## src/rtl/dot_product_seq_pkg.sv

```systemverilog
// Shared definitions for the sequential dot-product block: default operand,
// accumulator and beat-counter widths, plus the two-state FSM encoding.
package dot_product_seq_pkg;

  localparam int DEF_A_WIDTH   = 16;
  localparam int DEF_B_WIDTH   = 16;
  localparam int DEF_ACC_WIDTH = DEF_A_WIDTH + DEF_B_WIDTH;
  localparam int DEF_CNT_WIDTH = 16;

  // ST_ACC accepts operand pairs, ST_HOLD presents the finished result.
  typedef enum logic {
    ST_ACC  = 1'b0,
    ST_HOLD = 1'b1
  } state_e;

endpackage : dot_product_seq_pkg

```

## src/rtl/dot_product_seq_mac_unit.sv

```systemverilog
// Combinational multiply-add: result = addend + a*b, truncated to ACC_WIDTH.
// The full-width product is formed first so the multiply never loses bits
// before the final truncation to the accumulator width.
module dot_product_seq_mac_unit
  import dot_product_seq_pkg::*;
#(
  parameter int A_WIDTH   = DEF_A_WIDTH,
  parameter int B_WIDTH   = DEF_B_WIDTH,
  parameter int ACC_WIDTH = A_WIDTH + B_WIDTH
) (
  input  logic [A_WIDTH-1:0]   a,
  input  logic [B_WIDTH-1:0]   b,
  input  logic [ACC_WIDTH-1:0] addend,
  output logic [ACC_WIDTH-1:0] result
);

  localparam int PROD_WIDTH = A_WIDTH + B_WIDTH;

  logic [PROD_WIDTH-1:0] product;

  // Unsigned product at full precision, then wrap-around add into the accumulator.
  always_comb begin
    product = PROD_WIDTH'(a) * PROD_WIDTH'(b);
    result  = addend + ACC_WIDTH'(product);
  end

endmodule : dot_product_seq_mac_unit

```

## src/rtl/dot_product_seq.sv

```systemverilog
// Sequential dot product: accumulates a*b over a stream of operand pairs
// terminated by in_last, then holds the sum, pair count and a sticky wrap
// flag until the consumer takes them. One bubble separates vectors because
// the result handshake cycle never accepts a new pair.
module dot_product_seq
  import dot_product_seq_pkg::*;
#(
  parameter int A_WIDTH   = DEF_A_WIDTH,
  parameter int B_WIDTH   = DEF_B_WIDTH,
  parameter int ACC_WIDTH = A_WIDTH + B_WIDTH,
  parameter int CNT_WIDTH = DEF_CNT_WIDTH
) (
  input  logic                 clk,
  input  logic                 rst_n,
  input  logic                 in_valid,
  output logic                 in_ready,
  input  logic [A_WIDTH-1:0]   in_a,
  input  logic [B_WIDTH-1:0]   in_b,
  input  logic                 in_last,
  output logic                 out_valid,
  input  logic                 out_ready,
  output logic [ACC_WIDTH-1:0] out_result,
  output logic [CNT_WIDTH-1:0] out_count,
  output logic                 out_overflow
);

  state_e                 state_q, state_d;
  logic [ACC_WIDTH-1:0]   acc_q, acc_d;
  logic [CNT_WIDTH-1:0]   count_q, count_d;
  logic                   ovf_q, ovf_d;

  logic [ACC_WIDTH-1:0]   mac_sum;
  logic                   beat;
  logic                   result_take;

  dot_product_seq_mac_unit #(
    .A_WIDTH   (A_WIDTH),
    .B_WIDTH   (B_WIDTH),
    .ACC_WIDTH (ACC_WIDTH)
  ) u_mac (
    .a      (in_a),
    .b      (in_b),
    .addend (acc_q),
    .result (mac_sum)
  );

  // Handshake qualifiers are decoded from the registered state only.
  always_comb begin
    beat        = in_valid && (state_q == ST_ACC);
    result_take = out_ready && (state_q == ST_HOLD);
  end

  // Every register of the block, with synchronous active-low reset.
  always_ff @(posedge clk) begin
    if (!rst_n) begin
      state_q <= ST_ACC;
      acc_q   <= '0;
      count_q <= '0;
      ovf_q   <= 1'b0;
    end else begin
      state_q <= state_d;
      acc_q   <= acc_d;
      count_q <= count_d;
      ovf_q   <= ovf_d;
    end
  end

  // Next-state: last accepted beat moves to HOLD, result handshake returns to ACC.
  always_comb begin
    state_d = state_q;
    unique case (state_q)
      ST_ACC:  if (beat && in_last) state_d = ST_HOLD;
      ST_HOLD: if (result_take)     state_d = ST_ACC;
      default: state_d = ST_ACC;
    endcase
  end

  // Datapath: accumulate on a beat, clear everything when the result is taken.
  always_comb begin
    acc_d   = acc_q;
    count_d = count_q;
    ovf_d   = ovf_q;
    if (beat) begin
      acc_d   = mac_sum;
      count_d = (count_q == '1) ? count_q : count_q + CNT_WIDTH'(1);
      ovf_d   = ovf_q | (mac_sum < acc_q);
    end else if (result_take) begin
      acc_d   = '0;
      count_d = '0;
      ovf_d   = 1'b0;
    end
  end

  // Outputs: ready/valid from state, result fields show the running registers.
  always_comb begin
    in_ready     = (state_q == ST_ACC);
    out_valid    = (state_q == ST_HOLD);
    out_result   = acc_q;
    out_count    = count_q;
    out_overflow = ovf_q;
  end

endmodule : dot_product_seq
```

## config.mk

```make
export PLATFORM = sky130hd
export DESIGN_NAME = dot_product_seq
export DESIGN_NICKNAME = d
export VERILOG_FILES = /design/src/rtl/dot_product_seq_pkg.sv /design/src/rtl/dot_product_seq_mac_unit.sv /design/src/rtl/dot_product_seq.sv
export SDC_FILE = /design/constraint.sdc
export NUM_CORES = 1
export LEC_CHECK = 0
export ABC_AREA = 0
export CORE_MARGIN = 2
export CORE_UTILIZATION = 40
export CTS_CLUSTER_SIZE = 40
export DETAILED_ROUTE_END_ITERATION = 7
export GPL_TIMING_DRIVEN = 0
export PLACE_DENSITY = 0.62
export SYNTH_ARGS = -nofsm -noshare
export SYNTH_HDL_FRONTEND = slang
export SYNTH_SLANG_ARGS = --single-unit
```

## constraint.sdc

```tcl
create_clock -name clk -period 14.8 [get_ports clk]
set_input_delay 1.48 -clock clk [delete_from_list [all_inputs] [get_ports clk]]
set_output_delay 1.48 -clock clk [all_outputs]
set_load 0.005 [all_outputs]
```

==> results of run 1 <==
worst max-delay path, delay by kind of cell:
family          cells  cell delay [ns]
simple gates        6             0.84
compound gates      8             1.55
buf+inv             5             1.44
fa+ha+maj           8             3.79
xor+xnor            1             0.16
stage by stage:
| step | cells | hold WS [ns] | setup slack (ns) | cell area, sq um | utilization, % |
|---|---|---|---|---|---|
| 2_1_floorplan | 1428 | 0.478 | 7.17 | 12200 | - |
| 3_3_place_gp | 1911 | 0.483 | 5.45 | 13600 | 44.8 |
| 3_5_place_dp | 1911 | 0.490 | 5.47 | 13600 | 44.8 |
| 4_1_cts | 1918 | 0.499 | 5.73 | 13800 | 45.4 |
| 5_1_grt | 1918 | 0.546 | 5.28 | 13800 | 45.4 |
| 6_report | 1919 | 0.495 | 5.69 | 13800 | 45.4 |
cells by family after synthesis:
family | Yosys count
XOR/XNOR | 46
flip-flops | 50
AND/OR/NAND/NOR | 415
AO/OA/AOI/OAI | 152
multiplexers | 3
buffers and inverters | 406
adder cells (fa/ha/maj) | 356
state kept, by name, indices dropped and copies added, names as in the netlist:
signal and flops:
out_result 32, out_overflow 1, out_count 16, out_valid 1
cell usage in the layout (no fill, tap or decap), types with 4 or more instances in the layout:
cell,synthesis,layout
nor2_1,39,39
fa_1,225,225
dfxtp_1,50,50
clkbuf_1,42,42
o21ai_0,18,18
nand2_1,181,181
xnor2_1,22,22
a211oi_1,4,4
buf_2,6,6
and2_1,117,117
xor2_1,24,24
a22o_1,20,20
nor3_1,11,11
o21a_1,4,4
o21bai_1,5,5
and3_1,6,6
a21oi_1,44,44
clkdlybuf4s50_1,0,87
ha_1,131,131
o211ai_1,4,4
a21o_1,17,17
nand3_1,13,13
a22oi_1,9,9
clkbuf_16,0,5
nand4_1,16,16
nor2b_1,17,17
inv_1,354,354
cell type report:
| type | instances | area share, % |
|---|---|---|
| Buffer | 52 | 1.53 |
| Timing Repair Buffer | 87 | 6.32 |
| Multi-Input combinational cell | 972 | 70.4 |
| Inverter | 354 | 9.64 |
| Antenna cell | 1 | 0.0182 |
| Clock buffer | 5 | 0.908 |
| Sequential cell | 50 | 7.27 |
| Tap cell | 396 | 3.60 |
| Clock inverter | 2 | 0.282 |
routing by layer:
layer  vias to the layer above  part of all wire [%]  global-route usage [%]
met2                       217                    46                    36.1
li1                       4528                     -                       -
met4                         0                   2.1                    4.91
met1                      4743                    47                    30.3
met3                        38                   4.8                    2.14
met5                         -                     0                       0
path summary, 6_finish.rpt:
| kind | end | depth (start not counted) | slack [ns] | startpoint |
|---|---|---|---|---|
| setup reg to reg | out_overflow$_SDFFE_PN0P_ | 24 | 8.89 | out_result[8]$_SDFFE_PN0P_ |
| setup / recovery | out_overflow$_SDFFE_PN0P_ | 28 | 5.69 | in_a[8] |
| hold reg to reg | out_count[1]$_SDFFE_PN0P_ | 2 | 0.49 | out_count[1]$_SDFFE_PN0P_ |
| hold / removal | out_count[1]$_SDFFE_PN0P_ | 2 | 0.49 | out_count[1]$_SDFFE_PN0P_ |
==> metrics.txt, run 1 <==
Die W=179 microns; Total Wirelength=32500 microns; Synth Area in Compound Gates=8.81%; I/O pins=88; number of setup buffers added after CTS=0; Min-Delay Path Class=reg -> reg; Synth cell types=59; Max Cap Viol=0; final setup vio count=0; Num CTS Buffers=5; Final Net Count=1915; worst skew pair latency=0.29 ns; First-pass DRT Iterations=5; largest net degree at the start of global routing=16; Clock Sinks=50; post-synthesis mux area share=0.245%; syn_area_per_cell=8.57 sq um; Seq/Total Area, Yosys=8.17%; Critical Path End Type=flop; most frequent cell after synthesis=inv_1; row count=64; vias=9526; Mapped Area=0.0122 sq mm; multi-input logic area=0.00970 sq mm; slowest CP cell=clkdlybuf4s50_1; vias in the first global route=10.1k; EDFF count, synth=0; crit start category=primary input; main combinational cell family by area after synthesis=adder cells; Chip Height=179 microns; Max Slew Vio Count=0; Avg WL per Cell=16.9 microns; DRC=0; Overall Global Routing Usage=21.6%; TritonCTS clock tree=done; Max-slew headroom=54.1%; antenna violations before repair=0; outcome=finished, final reports clean; top cells by count, synth=inv_1 (354), fa_1 (225), nand2_1 (181); Final Hold Fails=0; Starting Density=40.3%; RSZ-0062 raised after global routing=false; clock root buffer=clkbuf_16; critical setup path kind=in -> reg; share of post-route cells with drive strength above 1=1.71%; FF/Latch Area=0.00100 sq mm; GRT overflow=0; Crit Path Max Fanout=10; first-pass GRT wire length=53700 microns; Final Critical Period=9.11 ns; cell taking the most area after synthesis=fa_1; CP arrival=9.28 ns; cell count after synthesis=1428; fin crit share=61.6%; clock buffer depth=2; 1st-iter DRT viols=458; CTS Hold Bufs=0; Yosys warnings=0; H-tree depth=2; Yosys reg bits=50; filler instances=2994; die area=0.0320 sq mm; Synth Area in XOR/XNOR=3.29%; Synth Net Count=1821; Synth Area in Simple Gates=16.7%; top cells by area, synth=fa_1 (37%), ha_1 (13%), inv_1 (11%); clock skew=0.0106 ns; fraction of registers with async set/reset=0%; transition time of the tightest slew-check pin=0.688 ns; IO buf count=87; slowest stage delay, CP=0.74 ns; Post-Synth Adder-Cell Area=50.2%; clock transition at the registers of the reported paths=0.07 ns; Setup TNS=0 ns; placer congestion estimate=0.908; f_max=110 MHz; Vias/cell=4.96; cts repair resizes=0; Final ANT Viol Nets=0; core area=0.0303 sq mm; Top FF cell, synth=dfxtp_1; proportion of netlist area held by the largest area contributor=36.8%; DP HPWL=28400 microns; CP Data Required Time=14.97 ns; Most Frequent Cell on Critical Path=fa_1; Layout Area Growth over Synthesis=12.5%
Power of run 1 is not shown: default switching activity piles up to over one toggle a cycle in this logic, so the estimate is an artifact.
==> run 2: changes to the inputs <==
Clock period 14.8 ns to 8.5 ns, I/O delays scaled along.
==> run 2 against run 1 <==
  * Utilization is 0.19 points higher
  * Sequential cell count stayed put
  * Design area up 0.43%
==> metrics.txt, run 2 (synthesis gave the netlist of run 1 again) <==
commonest non-fill, non-tap cell in the layout=inv_1 (unchanged); hold_ws=0.495 ns (about the same); Num CTS Buffers=5 (unchanged); H-tree depth=2 (unchanged); Final Hold Fails=0 (unchanged); GRT overflow=0 (unchanged); worst r2r dst=out_overflow$_SDFFE_PN0P_ (unchanged); vias=9548 (was 9526); f_max=123 MHz; I/O pins=88 (unchanged); CP arrival=8.34 ns (was 9.28 ns); row count=64 (unchanged); DP Cell Count=1911 (unchanged); Final Critical Period=8.13 ns; Layout Area Growth over Synthesis=13.0% (was 12.5%); Bufs and invs on worst path=6 (was 5); setup slack, reg-to-reg=2.68 ns (was 8.89 ns); Worst Hold Path Cells=2 (unchanged); antenna violations before repair=0 (unchanged); crit-path leading delay family=adder cells (unchanged); clock root buffer=clkbuf_16 (unchanged); max reg flops=32 (unchanged); Total Wirelength=32500 microns (about the same); worst skew pair latency=0.29 ns (about the same); Die W=179 microns (unchanged); transition time of the tightest slew-check pin=0.656 ns (was 0.688 ns); Crit Path Max Fanout=10 (unchanged); critical setup path kind=in -> reg (unchanged); layer carrying the most global-route usage=met2 (unchanged); PnR worst setup slack=0.373 ns (was 5.69 ns); vias in the first global route=10.1k (unchanged); Starting Density=40.3% (unchanged); Max-slew headroom=56.3% (was 54.1%); crit start category=primary input (unchanged); slowest stage delay, CP=0.68 ns (was 0.74 ns); most frequent cells in the layout=inv_1 (354), fa_1 (225), nand2_1 (181) (unchanged); First-pass DRT Iterations=5 (unchanged); core area=0.0303 sq mm (unchanged); Worst Hold End=out_count[1]$_SDFFE_PN0P_ (unchanged); CP Data Required Time=8.71 ns (was 14.97 ns); Chip Height=179 microns (unchanged); final setup vio count=0 (unchanged); Max Cap Viol=0 (unchanged); largest net degree at the start of global routing=16 (unchanged); placer congestion estimate=0.908 (unchanged); DP HPWL=28400 microns (unchanged); RSZ-0062 raised after global routing=false (unchanged); Setup TNS=0 ns (unchanged); Final ANT Viol Nets=0 (unchanged); fin crit share=95.6%; Avg WL per Cell=16.9 microns (about the same); GR Layer Usage met1=30.3% (unchanged); reg2reg start=out_result[13]$_SDFFE_PN0P_ (was out_result[8]$_SDFFE_PN0P_); clock skew=0.0106 ns (about the same); Vias/cell=4.98 (was 4.96); Overall Global Routing Usage=21.6% (unchanged); 1st-iter DRT viols=454 (was 458); clock buffer depth=2 (unchanged); first-pass GRT wire length=53700 microns (unchanged); TritonCTS clock tree=done (unchanged); r2r worst-path depth=22 (was 24); CP Depth=27 (was 28); clock transition at the registers of the reported paths=0.07 ns (about the same); final non-filler cell total=1919 (unchanged); pre-CTS WS=-0.197 ns (was 5.47 ns); Final Net Count=1915 (unchanged); number of setup buffers added after CTS=0 (unchanged); Clock Sinks=50 (unchanged); hold path startpoint=out_count[1]$_SDFFE_PN0P_ (unchanged); Critical Path End Type=flop (unchanged); GRT met3 Usage=2.14% (unchanged); DRC=0 (unchanged); die area=0.0320 sq mm (unchanged); Max Slew Vio Count=0 (unchanged); outcome=finished, final reports clean (unchanged); IO buf count=87 (unchanged); Min-Delay Path Class=reg -> reg (unchanged); global-route met2 utilization=36.1% (unchanged); Most Frequent Cell on Critical Path=fa_1 (unchanged); share of post-route cells with drive strength above 1=3.42% (was 1.71%); slowest CP cell=clkdlybuf4s50_1 (unchanged)
## run 2: cell types whose count changed in the layout (fill, tap and decap cells not counted), sizes merged
cell / previous run / this run
clkdlybuf4s50: 87 / 84
dlymetal6s2s: 0 / 3
buf: 9 / 10
clkbuf: 48 / 47
## run 2: layout make-up
cell class,count,area [sq um]
Clock inverter,2,38.8
Timing Repair Buffer,87,878
Multi-Input combinational cell,972,9720
Inverter,354,1330
Fill cell,2985,16500
Sequential cell,50,1000
Buffer,52,244
Antenna cell,1,2.50
Tap cell,396,495
Clock buffer,5,125
## run 2: timing repair
action                                  CTS  global route
hold buffers                              0             0
gates resized for setup                   0            57
endpoints found under the setup margin    0             1
## run 2: tightest hold or removal path: cells and delay by family (launching register included)
| family | cells | cell delay [ns] |
|---|---|---|
| AOI/OAI and AO/OA | 1 | 0.06 |
| DFF | 1 | 0.34 |
| and+or+nand+nor | 1 | 0.06 |
## run 2: how the worst max path moves through the flow
stage / to / from
final: out_overflow$_SDFFE_PN0P_ / in_a[3]
after global routing: out_overflow$_SDFFE_PN0P_ / in_a[3]
after CTS: out_overflow$_SDFFE_PN0P_ / in_a[7]
after detailed placement: out_overflow$_SDFFE_PN0P_ / in_a[8]
after global placement: out_overflow$_SDFFE_PN0P_ / in_a[7]
after floorplan: out_overflow$_SDFFE_PN0P_ / in_a[7]
## run 2: per-stage QoR
step                area [sq um]  utilization (%)
global placement           13600             44.8
detailed placement         13600             44.8
finish                     13800             45.6
global route               13800             45.6
CTS                        13800             45.4
floorplan                  12200                -
## run 2: layer usage
layer,vias up,wire length (microns)
met5,-,0
met4,0,660
met3,40,1690
met2,254,15000
met1,4726,15100
li1,4528,-
Power of run 2 is left out for the same reason.
==> run 3: changes to the inputs <==
Settings changed: ABC_AREA 0 to 1.
==> run 3 against run 2 <==
  * Via count up 14%
  * Largest cell class unchanged
  * Clock skew shrank 0.0020 ns
  * Critical endpoint unchanged
  * Critical path depth stayed put
  * Cell count increased by 23%
  * Routed wire length up 8.8%
  * Clock-buffer cell count stayed put
  * Worst setup slack gained 0.30 ns
  * First-iteration DRC count rose by 32%
  * Non-clock buffer count down 11
  * Sequential cell count unchanged
==> metrics.txt, run 3 <==
outcome=finished, final reports clean (unchanged); EDFF count, synth=0 (unchanged); Synth cell types=39 (was 59); final setup vio count=0 (unchanged); die area=0.0341 sq mm (was 0.0320 sq mm); fin crit share=92.1% (was 95.6%); ANT cells=0 (was 1); max reg flops=32 (unchanged); 1st-iter DRT viols=601 (was 454); layer carrying the most global-route usage=met2 (unchanged); f_max=128 MHz (was 123 MHz); Final Hold Fails=0 (unchanged); vias=10.9k (was 9548); syn_area_per_cell=7.04 sq um (was 8.57 sq um); GRT met3 Usage=1.98% (was 2.14%); most frequent cell after synthesis=inv_1 (unchanged); Layout Area Growth over Synthesis=9.52% (was 13.0%); worst skew pair latency=0.30 ns (was 0.29 ns); Yosys reg bits=50 (unchanged); slowest stage delay, CP=0.63 ns (was 0.68 ns); Final ANT Viol Nets=0 (unchanged); clock buffer depth=2 (unchanged); core area=0.0324 sq mm (was 0.0303 sq mm); GRT overflow=0 (unchanged); Clock Sinks=50 (unchanged); Final Net Count=2310 (was 1915); CTS Hold Bufs=0 (unchanged); filler instances=3429 (was 2985); Avg WL per Cell=15.0 microns (was 16.9 microns); proportion of netlist area held by the largest area contributor=34.5% (was 36.8%); Synth Net Count=2248 (was 1821); Max Slew Vio Count=0 (unchanged); Setup TNS=0 ns (unchanged); CP Data Required Time=8.68 ns (was 8.71 ns); Max Cap Viol=0 (unchanged); crit start category=primary input (unchanged); cell taking the most area after synthesis=fa_1 (unchanged); clock skew=0.00859 ns (was 0.0106 ns); Yosys warnings=0 (unchanged); I/O pins=88 (unchanged); share of post-route cells with drive strength above 1=1.30% (was 3.42%); Bufs and invs on worst path=6 (unchanged); critical setup path kind=in -> reg (unchanged); crit-path leading delay family=adder cells (unchanged); First-pass DRT Iterations=6 (was 5); Chip Height=185 microns (was 179 microns); antenna violations before repair=0 (unchanged); placer congestion estimate=0.879 (was 0.908); most frequent cells in the layout=inv_1 (565), nand2_1 (517), fa_1 (225) (was inv_1 (354), fa_1 (225), nand2_1 (181)); top cells by area, synth=fa_1 (35%), inv_1 (16%), nand2_1 (15%) (was fa_1 (37%), ha_1 (13%), inv_1 (11%)); number of setup buffers added after CTS=0 (unchanged); DP HPWL=31200 microns (was 28400 microns); commonest non-fill, non-tap cell in the layout=inv_1 (unchanged); Mapped Area=0.0131 sq mm (was 0.0122 sq mm); GR Layer Usage met1=30.1% (was 30.3%); cell count after synthesis=1855 (was 1428); H-tree depth=2 (unchanged); clock root buffer=clkbuf_16 (unchanged); top cells by count, synth=inv_1 (565), nand2_1 (517), fa_1 (225) (was inv_1 (354), fa_1 (225), nand2_1 (181)); vias in the first global route=11.4k (was 10.1k); DRC=0 (unchanged); largest net degree at the start of global routing=16 (unchanged); cts repair resizes=0 (unchanged); RSZ-0062 raised after global routing=false (unchanged); Total Wirelength=35300 microns (was 32500 microns); IO buf count=55 (was 87); Max-slew headroom=52.9% (was 56.3%); Critical Path End Type=flop (unchanged); global-route met2 utilization=37.7% (was 36.1%); Starting Density=40.3% (about the same); Seq/Total Area, Yosys=7.67% (was 8.17%); Vias/cell=4.63 (was 4.98); TritonCTS clock tree=done (unchanged); clock transition at the registers of the reported paths=0.07 ns (about the same); Num CTS Buffers=5 (unchanged); Min-Delay Path Class=reg -> reg (unchanged); Most Frequent Cell on Critical Path=fa_1 (unchanged); Overall Global Routing Usage=22.0% (was 21.6%); first-pass GRT wire length=58400 microns (was 53700 microns); fraction of registers with async set/reset=0% (unchanged); row count=66 (was 64); Top FF cell, synth=dfxtp_1 (unchanged); slowest CP cell=fa_1 (was clkdlybuf4s50_1); Final Critical Period=7.83 ns (was 8.13 ns); Crit Path Max Fanout=10 (unchanged); CP arrival=8.02 ns (was 8.34 ns); Die W=185 microns (was 179 microns); transition time of the tightest slew-check pin=0.706 ns (was 0.656 ns)
[run 3: cell types whose count changed after synthesis, sizes merged, moves of 15 or more]
| cell | before | now |
|---|---|---|
| a21o | 17 | 2 |
| a21oi | 45 | 62 |
| a22o | 20 | 0 |
| and2 | 117 | 11 |
| clkbuf | 43 | 71 |
| inv | 354 | 571 |
| nand2 | 181 | 521 |
| nand3 | 13 | 43 |
| nor2 | 39 | 84 |
| nor2b | 17 | 0 |
| xnor2 | 22 | 4 |
[run 3: worst paths after layout]
path                                                   from                   endpoint  slack, ns  cells after the start
worst min-delay path              out_overflow$_SDFFE_PN0P_  out_overflow$_SDFFE_PN0P_       0.48                      2
worst max-delay path                                in_a[9]  out_overflow$_SDFFE_PN0P_       0.67                     27
worst min register to register    out_overflow$_SDFFE_PN0P_  out_overflow$_SDFFE_PN0P_       0.48                      2
worst max register to register  out_result[11]$_SDFFE_PN0P_  out_overflow$_SDFFE_PN0P_       2.89                     23
[run 3: cell type report]
class	count	area [sq um]	share of cell area (%)
clock inverter	2	13.8	0.0963
timing repair buffer	55	551	3.85
buffer	73	283	1.98
tap	442	553	3.87
sequential	50	1000	7.00
clock buffer	5	125	0.875
multi-input combinational	1160	9620	67.3
inverter	572	2150	15.0
[run 3: per-layer routing]
| layer | part of all wire [%] | vias up |
|---|---|---|
| met2 | 47 | 298 |
| met4 | 2.2 | 0 |
| met3 | 5.1 | 52 |
| met5 | 0 | - |
| met1 | 46 | 5186 |
| li1 | - | 5395 |
[run 3: kinds of logic (layout without fill, tap and decap cells)]
group | count (synthesis) | after routing | synth area share (%)
buffers and inverters | 645 | 707 | 18.6
and+or+nand+nor | 690 | 690 | 21.3
AOI/OAI and AO/OA | 93 | 93 | 3.95
DFF | 50 | 50 | 7.67
adders and majority gates | 356 | 356 | 47.1
xor gates and xnor gates | 21 | 21 | 1.41
[run 3: metrics by stage]
step	setup WS (ns)	instance area, sq um	hold slack [ns]	utilization, %	instances
3_5_place_dp	0.459	14200	0.481	43.7	2352
3_3_place_gp	0.431	14200	0.474	43.7	2352
6_report	0.669	14300	0.484	44.2	2359
4_1_cts	0.718	14300	0.496	44.2	2359
5_1_grt	0.326	14300	0.521	44.2	2359
2_1_floorplan	1.80	13100	0.469	-	1855
[run 3: worst min-delay path, stage by stage (launching register included)]
cell and delay, ns:
dfxtp_1 0.31, inv_1 0.05, a21boi_0 0.07
Power of run 3 is left out for the same reason.
